### config.mk
export PLATFORM = sky130hd
export DESIGN_NAME = dmem_arbiter_flat
export DESIGN_NICKNAME = d
export VERILOG_FILES = /design/src/rtl/dmem_arbiter_pkg.sv /design/src/rtl/dmem_arbiter_if.sv /design/src/rtl/dmem_arbiter_rd_return_pipe.sv /design/src/rtl/dmem_arbiter.sv /design/src/flat_wrapper.sv
export SDC_FILE = /design/constraint.sdc
export NUM_CORES = 1
export LEC_CHECK = 0
export CORE_UTILIZATION = 37
export CTS_CLUSTER_DIAMETER = 100
export DETAILED_ROUTE_END_ITERATION = 8
export GPL_TIMING_DRIVEN = 0
export PLACE_DENSITY = 0.87
export SKIP_LAST_GASP = 1
export SLEW_MARGIN = 15
export SYNTH_ARGS = -nofsm -noshare
export SYNTH_HDL_FRONTEND = slang
export SYNTH_SLANG_ARGS = --single-unit
### constraint.sdc
create_clock -name clk -period 3.1 [get_ports clk]
set_clock_uncertainty 0.15 [all_clocks]
set_input_delay 0.62 -clock clk [delete_from_list [all_inputs] [get_ports clk]]
set_output_delay 0.62 -clock clk [all_outputs]
set_load 0.01 [all_outputs]
### src/rtl/dmem_arbiter_pkg.sv
// Shared definitions for the data-memory arbiter and the control unit that
// drives it: port identifiers, arbiter FSM states and the memory map widths.
package dmem_arbiter_pkg;

    // Default widths of the 256x16 data memory.
    localparam int DMEM_AW = 8;
    localparam int DMEM_DW = 16;

    // Requester identity. It is used for arbitration history and for read-return routing.
    typedef enum logic {
        PORT_CPU = 1'b0,
        PORT_EXT = 1'b1
    } port_e;

    // Arbiter ownership mode.
    typedef enum logic {
        ST_SHARED   = 1'b0,
        ST_EXT_LOCK = 1'b1
    } arb_state_e;

    // One entry of the read-return pipeline.
    typedef struct packed {
        logic  valid;
        port_e owner;
    } rd_tag_t;

endpackage

### src/rtl/dmem_arbiter_if.sv
// Bundle of the two requester ports plus the RAM-side bus around the arbiter.
interface dmem_arbiter_if
    import dmem_arbiter_pkg::*;
#(
    parameter int AW = DMEM_AW,
    parameter int DW = DMEM_DW
);
    logic          cpu_req;
    logic          cpu_wr;
    logic [AW-1:0] cpu_addr;
    logic [DW-1:0] cpu_wdata;
    logic          cpu_gnt;
    logic          cpu_rvalid;
    logic [DW-1:0] cpu_rdata;

    logic          ext_req;
    logic          ext_wr;
    logic [AW-1:0] ext_addr;
    logic [DW-1:0] ext_wdata;
    logic          ext_lock;
    logic          ext_gnt;
    logic          ext_rvalid;
    logic [DW-1:0] ext_rdata;

    logic [AW-1:0] mem_addr;
    logic          mem_wr;
    logic [DW-1:0] mem_wdata;
    logic [DW-1:0] mem_rdata;

    logic          locked;

    // Arbiter side.
    modport slave (
        input  cpu_req, cpu_wr, cpu_addr, cpu_wdata,
        output cpu_gnt, cpu_rvalid, cpu_rdata,
        input  ext_req, ext_wr, ext_addr, ext_wdata, ext_lock,
        output ext_gnt, ext_rvalid, ext_rdata,
        output mem_addr, mem_wr, mem_wdata,
        input  mem_rdata,
        output locked
    );

    // Requester and RAM side.
    modport master (
        output cpu_req, cpu_wr, cpu_addr, cpu_wdata,
        input  cpu_gnt, cpu_rvalid, cpu_rdata,
        output ext_req, ext_wr, ext_addr, ext_wdata, ext_lock,
        input  ext_gnt, ext_rvalid, ext_rdata,
        input  mem_addr, mem_wr, mem_wdata,
        output mem_rdata,
        input  locked
    );

endinterface

### src/rtl/dmem_arbiter_rd_return_pipe.sv
// Shift register of {valid, owner} tags. It is RD_LAT deep, so a tag loaded with a read
// grant appears at the output in the same cycle that the RAM presents the data.
module dmem_arbiter_rd_return_pipe
    import dmem_arbiter_pkg::*;
#(
    parameter int RD_LAT = 1
)(
    input  logic    clk,
    input  logic    rst_n,
    input  rd_tag_t in_tag,
    output rd_tag_t out_tag
);

    rd_tag_t stage_q [RD_LAT];

    // Shift one stage per cycle. Reset clears every stage, so reads in flight are dropped.
    // NOTE: the pipeline array is reset on purpose. Unlike a data RAM, stale valid bits here would
    // produce phantom rvalid pulses after reset.
    always_ff @(posedge clk or negedge rst_n) begin
        if (!rst_n) begin
            for (int i = 0; i < RD_LAT; i++) begin
                stage_q[i] <= '0;
            end
        end else begin
            stage_q[0] <= in_tag;
            for (int i = 1; i < RD_LAT; i++) begin
                stage_q[i] <= stage_q[i-1];
            end
        end
    end

    assign out_tag = stage_q[RD_LAT-1];

endmodule

### src/rtl/dmem_arbiter.sv
// Two-port arbiter in front of the single-port data RAM. It grants round-robin
// between the CPU and the external port. An external burst lock is bounded by a
// watchdog that forces one CPU slot. Read data is routed back to the port that issued it.
module dmem_arbiter
    import dmem_arbiter_pkg::*;
#(
    parameter int AW       = DMEM_AW,
    parameter int DW       = DMEM_DW,
    parameter int RD_LAT   = 1,
    parameter int MAX_LOCK = 16
)(
    input logic           clk,
    input logic           rst_n,
    dmem_arbiter_if.slave bus
);

    localparam int            CW       = $clog2(MAX_LOCK + 1);
    localparam logic [CW-1:0] LOCK_MAX = CW'(MAX_LOCK);

    arb_state_e    state_q, state_d;
    port_e         last_q, last_d;
    logic [CW-1:0] cnt_q, cnt_d;
    logic          cpu_gnt, ext_gnt;

    rd_tag_t       in_tag, out_tag;
    logic          cpu_rvalid, ext_rvalid;
    logic [DW-1:0] cpu_rdata_q, ext_rdata_q;

    // Arbiter state register: the mode, the last granted port and the lock watchdog.
    // NOTE: non-blocking assignments make every flop sample the pre-edge values.
    // This keeps the state update order-independent.
    always_ff @(posedge clk or negedge rst_n) begin
        if (!rst_n) begin
            state_q <= ST_SHARED;
            last_q  <= PORT_EXT;
            cnt_q   <= '0;
        end else begin
            state_q <= state_d;
            last_q  <= last_d;
            cnt_q   <= cnt_d;
        end
    end

    // Combinational grant and next-state logic.
    // NOTE: every output gets a default before the case statement. Otherwise a path
    // that leaves one unassigned would infer a latch.
    always_comb begin
        cpu_gnt = 1'b0;
        ext_gnt = 1'b0;
        state_d = state_q;
        cnt_d   = cnt_q;
        case (state_q)
            ST_SHARED: begin
                if (bus.cpu_req && bus.ext_req) begin
                    cpu_gnt = (last_q == PORT_EXT);
                    ext_gnt = (last_q == PORT_CPU);
                end else begin
                    cpu_gnt = bus.cpu_req;
                    ext_gnt = bus.ext_req;
                end
                if (ext_gnt && bus.ext_lock) begin
                    state_d = ST_EXT_LOCK;
                    cnt_d   = CW'(1);
                end
            end
            ST_EXT_LOCK: begin
                cnt_d = (cnt_q == LOCK_MAX) ? cnt_q : cnt_q + 1'b1;
                if (cnt_q == LOCK_MAX && bus.cpu_req) begin
                    // The watchdog slot gives the CPU exactly one access.
                    cpu_gnt = 1'b1;
                    state_d = ST_SHARED;
                    cnt_d   = '0;
                end else if (!bus.ext_lock) begin
                    // The lock is released. Shared rules apply with Ext as the last owner.
                    cpu_gnt = bus.cpu_req;
                    ext_gnt = bus.ext_req && !bus.cpu_req;
                    state_d = ST_SHARED;
                    cnt_d   = '0;
                end else begin
                    ext_gnt = bus.ext_req;
                end
            end
            default: begin
                state_d = ST_SHARED;
                cnt_d   = '0;
            end
        endcase

        // No access may reach the RAM while reset is asserted.
        if (!rst_n) begin
            cpu_gnt = 1'b0;
            ext_gnt = 1'b0;
        end

        last_d = last_q;
        if (cpu_gnt) begin
            last_d = PORT_CPU;
        end else if (ext_gnt) begin
            last_d = PORT_EXT;
        end
    end

    // RAM-side mux from the granted port. The bus is driven to zero when idle.
    always_comb begin
        bus.mem_addr  = '0;
        bus.mem_wr    = 1'b0;
        bus.mem_wdata = '0;
        if (cpu_gnt) begin
            bus.mem_addr  = bus.cpu_addr;
            bus.mem_wr    = bus.cpu_wr;
            bus.mem_wdata = bus.cpu_wdata;
        end else if (ext_gnt) begin
            bus.mem_addr  = bus.ext_addr;
            bus.mem_wr    = bus.ext_wr;
            bus.mem_wdata = bus.ext_wdata;
        end
    end

    // Tag each granted read with its owner for the return pipeline.
    always_comb begin
        in_tag.valid = (cpu_gnt && !bus.cpu_wr) || (ext_gnt && !bus.ext_wr);
        in_tag.owner = ext_gnt ? PORT_EXT : PORT_CPU;
    end

    dmem_arbiter_rd_return_pipe #(
        .RD_LAT (RD_LAT)
    ) u_rd_pipe (
        .clk     (clk),
        .rst_n   (rst_n),
        .in_tag  (in_tag),
        .out_tag (out_tag)
    );

    assign cpu_rvalid = out_tag.valid && (out_tag.owner == PORT_CPU);
    assign ext_rvalid = out_tag.valid && (out_tag.owner == PORT_EXT);

    // Hold the last returned word per port. The non-owner keeps its previous data.
    always_ff @(posedge clk or negedge rst_n) begin
        if (!rst_n) begin
            cpu_rdata_q <= '0;
            ext_rdata_q <= '0;
        end else begin
            if (cpu_rvalid) cpu_rdata_q <= bus.mem_rdata;
            if (ext_rvalid) ext_rdata_q <= bus.mem_rdata;
        end
    end

    assign bus.cpu_gnt    = cpu_gnt;
    assign bus.ext_gnt    = ext_gnt;
    assign bus.cpu_rvalid = cpu_rvalid;
    assign bus.ext_rvalid = ext_rvalid;
    assign bus.cpu_rdata  = cpu_rvalid ? bus.mem_rdata : cpu_rdata_q;
    assign bus.ext_rdata  = ext_rvalid ? bus.mem_rdata : ext_rdata_q;
    assign bus.locked     = (state_q == ST_EXT_LOCK);

endmodule
### src/flat_wrapper.sv
// flat-port wrapper written by rule: the top's interface ports become plain ports
module dmem_arbiter_flat import dmem_arbiter_pkg::*;
#(
    parameter int AW       = DMEM_AW,
    parameter int DW       = DMEM_DW,
    parameter int RD_LAT   = 1,
    parameter int MAX_LOCK = 16
)
  (clk, rst_n, bus_cpu_req, bus_cpu_wr, bus_cpu_addr, bus_cpu_wdata, bus_cpu_gnt, bus_cpu_rvalid, bus_cpu_rdata, bus_ext_req, bus_ext_wr, bus_ext_addr, bus_ext_wdata, bus_ext_lock, bus_ext_gnt, bus_ext_rvalid, bus_ext_rdata, bus_mem_addr, bus_mem_wr, bus_mem_wdata, bus_mem_rdata, bus_locked);
  dmem_arbiter_if #(.AW(AW), .DW(DW)) bus_i ();
  input logic clk;
  input logic rst_n;
  input wire logic [$bits(bus_i.cpu_req)-1:0] bus_cpu_req;
  input wire logic [$bits(bus_i.cpu_wr)-1:0] bus_cpu_wr;
  input wire logic [$bits(bus_i.cpu_addr)-1:0] bus_cpu_addr;
  input wire logic [$bits(bus_i.cpu_wdata)-1:0] bus_cpu_wdata;
  output wire logic [$bits(bus_i.cpu_gnt)-1:0] bus_cpu_gnt;
  output wire logic [$bits(bus_i.cpu_rvalid)-1:0] bus_cpu_rvalid;
  output wire logic [$bits(bus_i.cpu_rdata)-1:0] bus_cpu_rdata;
  input wire logic [$bits(bus_i.ext_req)-1:0] bus_ext_req;
  input wire logic [$bits(bus_i.ext_wr)-1:0] bus_ext_wr;
  input wire logic [$bits(bus_i.ext_addr)-1:0] bus_ext_addr;
  input wire logic [$bits(bus_i.ext_wdata)-1:0] bus_ext_wdata;
  input wire logic [$bits(bus_i.ext_lock)-1:0] bus_ext_lock;
  output wire logic [$bits(bus_i.ext_gnt)-1:0] bus_ext_gnt;
  output wire logic [$bits(bus_i.ext_rvalid)-1:0] bus_ext_rvalid;
  output wire logic [$bits(bus_i.ext_rdata)-1:0] bus_ext_rdata;
  output wire logic [$bits(bus_i.mem_addr)-1:0] bus_mem_addr;
  output wire logic [$bits(bus_i.mem_wr)-1:0] bus_mem_wr;
  output wire logic [$bits(bus_i.mem_wdata)-1:0] bus_mem_wdata;
  input wire logic [$bits(bus_i.mem_rdata)-1:0] bus_mem_rdata;
  output wire logic [$bits(bus_i.locked)-1:0] bus_locked;
  assign bus_i.cpu_req = bus_cpu_req;
  assign bus_i.cpu_wr = bus_cpu_wr;
  assign bus_i.cpu_addr = bus_cpu_addr;
  assign bus_i.cpu_wdata = bus_cpu_wdata;
  assign bus_cpu_gnt = bus_i.cpu_gnt;
  assign bus_cpu_rvalid = bus_i.cpu_rvalid;
  assign bus_cpu_rdata = bus_i.cpu_rdata;
  assign bus_i.ext_req = bus_ext_req;
  assign bus_i.ext_wr = bus_ext_wr;
  assign bus_i.ext_addr = bus_ext_addr;
  assign bus_i.ext_wdata = bus_ext_wdata;
  assign bus_i.ext_lock = bus_ext_lock;
  assign bus_ext_gnt = bus_i.ext_gnt;
  assign bus_ext_rvalid = bus_i.ext_rvalid;
  assign bus_ext_rdata = bus_i.ext_rdata;
  assign bus_mem_addr = bus_i.mem_addr;
  assign bus_mem_wr = bus_i.mem_wr;
  assign bus_mem_wdata = bus_i.mem_wdata;
  assign bus_i.mem_rdata = bus_mem_rdata;
  assign bus_locked = bus_i.locked;
  dmem_arbiter #(.AW(AW), .DW(DW), .RD_LAT(RD_LAT), .MAX_LOCK(MAX_LOCK)) u_core (.clk(clk), .rst_n(rst_n), .bus(bus_i));
endmodule
==> impl_metrics.csv <==
group,metric,value,unit
power_and_ir_drop,ir_drop,290.8,µV
floorplan,coreArea,0.005507,mm²
finish,antenna_cells,0,
logic_synthesis,synth_cell_types,39,
logic_synthesis,synth.net_count,235,
worst_setup_path,arrival,2270,ps
routing,ant_nets,0,
routing,drtPass1Iterations,4,
finish,layout_common_cells,"clkdlybuf4s50_1 (101), dfrtp_1 (40), mux2_2 (32), a32o_2 (18), dlygate4sd2_1 (18)",
worst_setup_path,slowest_delay,400,ps
global_routing,grt_pass1_wl,9.542,mm
placed_design,io_buffers,131,
flow_run,drv_cap,0,
worst_setup_path,cp.buffers_inverters,5,
timing,fin_crit_sh,98.18,%
finish,layout_commonest_cell,"clkdlybuf4s50_1",
worst_setup_path,crit_type,"reg -> out",
finish,area_growth,74.38,%
routing,drt_wl_total,5.932,mm
worst_setup_path,path_cells,"inv_2 -> ha_1 -> nor4bb_1 -> buf_4 -> o221ai_4 -> buf_4 -> buf_12 -> a32o_1 -> dlygate4sd2_1",
worst_hold_path,hold_path.class,"in -> async",
global_routing,grt_max_degree,25,
timing,fin_crit,3044,ps
global_routing,grt_pass1_vias,2032,
clock_network,cts_buffers,5,
finish,fin_nets,381,
logic_synthesis,synth_compound_area_share,20.14,%
worst_setup_path,cp_max_fo,5,
placed_design,gp_congestion,0.7840,
clock_network,cts_buffer_depth,2,
timing,slew_violations,0,
clock_network,clk_latency,290,ps
power_and_ir_drop,leakagePower,1.686,nW
clock_network,htree_levels,2,
logic_synthesis,synth_cells,162,
timing,setup_tns,0,ps
timing,rsz0062_at_grt,"true",
power_and_ir_drop,p_per_area,542.7,mW/mm²
logic_synthesis,synthAdderAreaFrac,1.178,%
placed_design,dpl-instance-area,0.003548,mm²
finish,fin_util,67.28,%
worst_setup_path,start_kind,"register",
floorplan,fp.dieH,77.78,µm
routing,drcViolationCount,0,
logic_synthesis,syn_area,0.002125,mm²
clock_network,clk_pin_slew_worst_paths,80,ps
logic_synthesis,yosys.area_share.simple,6.596,%
routing,wl_per_cell,15.57,µm
routing,drt_iter0_markers,41,
logic_synthesis,synth_seq_cells,41,
floorplan,io_pins,133,
logic_synthesis,ys_warn_count,0,
floorplan,row_count,27,
clock_network,cts_tree,"done",
placed_design,dp_hpwl,4.612,mm
worst_setup_path,startpoint,"u_core.cnt_q[1]$_DFFE_PN0P_",
worst_setup_path,crit_path_frequent_cell,"buf_4",
timing,relSlewSlack,74.32,%
timing,whs,59.78,ps
timing,worst_pin_slew,384.3,ps
floorplan,start_util,38.58,%
logic_synthesis,muxShareOfSynthArea,17.43,%
timing,fmax,328.6,MHz
logic_synthesis,synth-xor-area-share,0,%
worst_setup_path,critPathSlowestCell,"dfrtp_1",
worst_setup_path,critPathCaptureType,"primary output",
worst_setup_path,cp.required,2330,ps
clock_network,cts_root_buffer,"clkbuf_8",
global_routing,antenna_found_initial,0,
logic_synthesis,syn-mean-instance-area,13.11,µm²
global_routing,grt-ovfl-total,0,
floorplan,die_x,77.78,µm
worst_setup_path,r2r_start,"u_core.cnt_q[1]$_DFFE_PN0P_",
clock_network,hold_buffers,0,
logic_synthesis,synth_top_family_by_area,"compound AO/OA/AOI/OAI gates",
floorplan,dieArea,0.006049,mm²
logic_synthesis,ys_seq_area_share,48.35,%
global_routing,grt_use_total,20.07,%
finish,stdcell_area,0.003705,mm²
routing,drt-vias-per-instance,5.186,
timing,hold_violations,0,
routing,vias,1976,
worst_setup_path,timing.critical_path.max_delay_family,"buffers and inverters",
run_status,status,"finished, final reports clean",
clock_network,clock-sinks,41,
timing,setup_viol,0,
finish,drive_gt1_share,28.16,%
## synth_stat cells (all sizes together)
library cell / number / area (µm²)
and2: 3 / 18.77
buf: 11 / 96.34
o211ai: 2 / 15.01
or4: 1 / 7.510
a21o: 1 / 7.510
o22ai: 1 / 6.260
ha: 2 / 25.02
mux2: 32 / 360.4
a221o: 3 / 30.03
o21ai: 1 / 5.000
a21oi: 1 / 5.000
o221ai: 1 / 26.28
o2bb2ai: 1 / 8.760
nor4bb: 1 / 10.01
o31a: 1 / 8.760
dfrtp: 40 / 1001
nand4bb: 1 / 11.26
nand3: 3 / 15.01
inv: 7 / 26.28
nor3: 2 / 10.01
nor2: 1 / 3.750
o2111a: 1 / 11.26
a31oi: 1 / 6.260
a21boi: 1 / 7.510
dfstp: 1 / 26.28
o22a: 1 / 8.760
and3: 3 / 18.77
a311oi: 1 / 8.760
a32o: 25 / 272.8
mux2i: 1 / 10.01
nand2: 4 / 15.01
or3b: 1 / 8.760
nor4b: 1 / 8.760
clkbuf: 3 / 11.26
nor2b: 2 / 12.51
## report_power, final
group | internal (mW) | switching (mW)
sequential | 0.693 | 0.0502
clock | 0.180 | 0.178
combinational | 0.557 | 0.353
total | 1.43 | 0.581
## metal layers
layer	wire length, µm	global-route usage, %
met1	2259	21.48
met2	3132	38.05
met3	458	5.412
met4	82	5.849
met5	0	0
## path summary, 6_finish.rpt
kind	end	slack (ps)	depth (start not counted)
max in group asynchronous	u_core.ext_rdata_q[1]$_DFF_PN0_	2320	2
hold / removal	u_core.bus.locked$_DFF_PN0_	60	1
setup / recovery	bus_mem_addr[7]	60	9
hold reg to reg	u_core.ext_rdata_q[12]$_DFF_PN0_	350	1
min in group clk	u_core.ext_rdata_q[12]$_DFF_PN0_	350	1
setup reg to reg	u_core.cnt_q[4]$_DFFE_PN0P_	1220	8
## layout make-up
| type | instances | area (µm²) |
|---|---|---|
| Inverter | 7 | 26.28 |
| Tap cell | 72 | 90.09 |
| Timing Repair Buffer | 140 | 1389 |
| Clock inverter | 2 | 13.76 |
| Multi-Input combinational cell | 100 | 967.2 |
| Buffer | 13 | 108.9 |
| Fill cell | 411 | 1802 |
| Clock buffer | 6 | 82.58 |
| Sequential cell | 41 | 1027 |
## timing repair
| action | 4_1_cts | 5_1_grt |
|---|---|---|
| endpoints found under the setup margin | 27 | 13 |
| gates resized for setup | 33 | 14 |
| endpoints found under the hold margin | 0 | 0 |
| setup buffers | 5 | 3 |
| pin swaps | 2 | 1 |
## metrics by stage
step	worst slack [ps]	power, mW	instances
global route	-11.32	2.123	381
detailed placement	-451.7	1.662	366
floorplan	674.1	1.141	162
global placement	-1909	1.629	365
finish	56.49	2.010	381
CTS	3.153	2.018	378
## state kept, by name, indices dropped and copies added (netlist names)
signal	flops
u_core.bus.locked	1
u_core.cnt_q	5
u_core.cpu_rdata_q	16
u_core.ext_rdata_q	16
u_core.last_q	1
u_core.u_rd_pipe.out_tag	2
## logic make-up (layout without fill, tap and decap cells)
logic type | Yosys count | in the layout
AOI/OAI and AO/OA | 42 | 42
adders and majority gates | 2 | 2
buffers and inverters | 21 | 168
DFF | 41 | 41
muxes | 33 | 33
and+or+nand+nor | 23 | 23
Power figures use the tool's default switching activity.
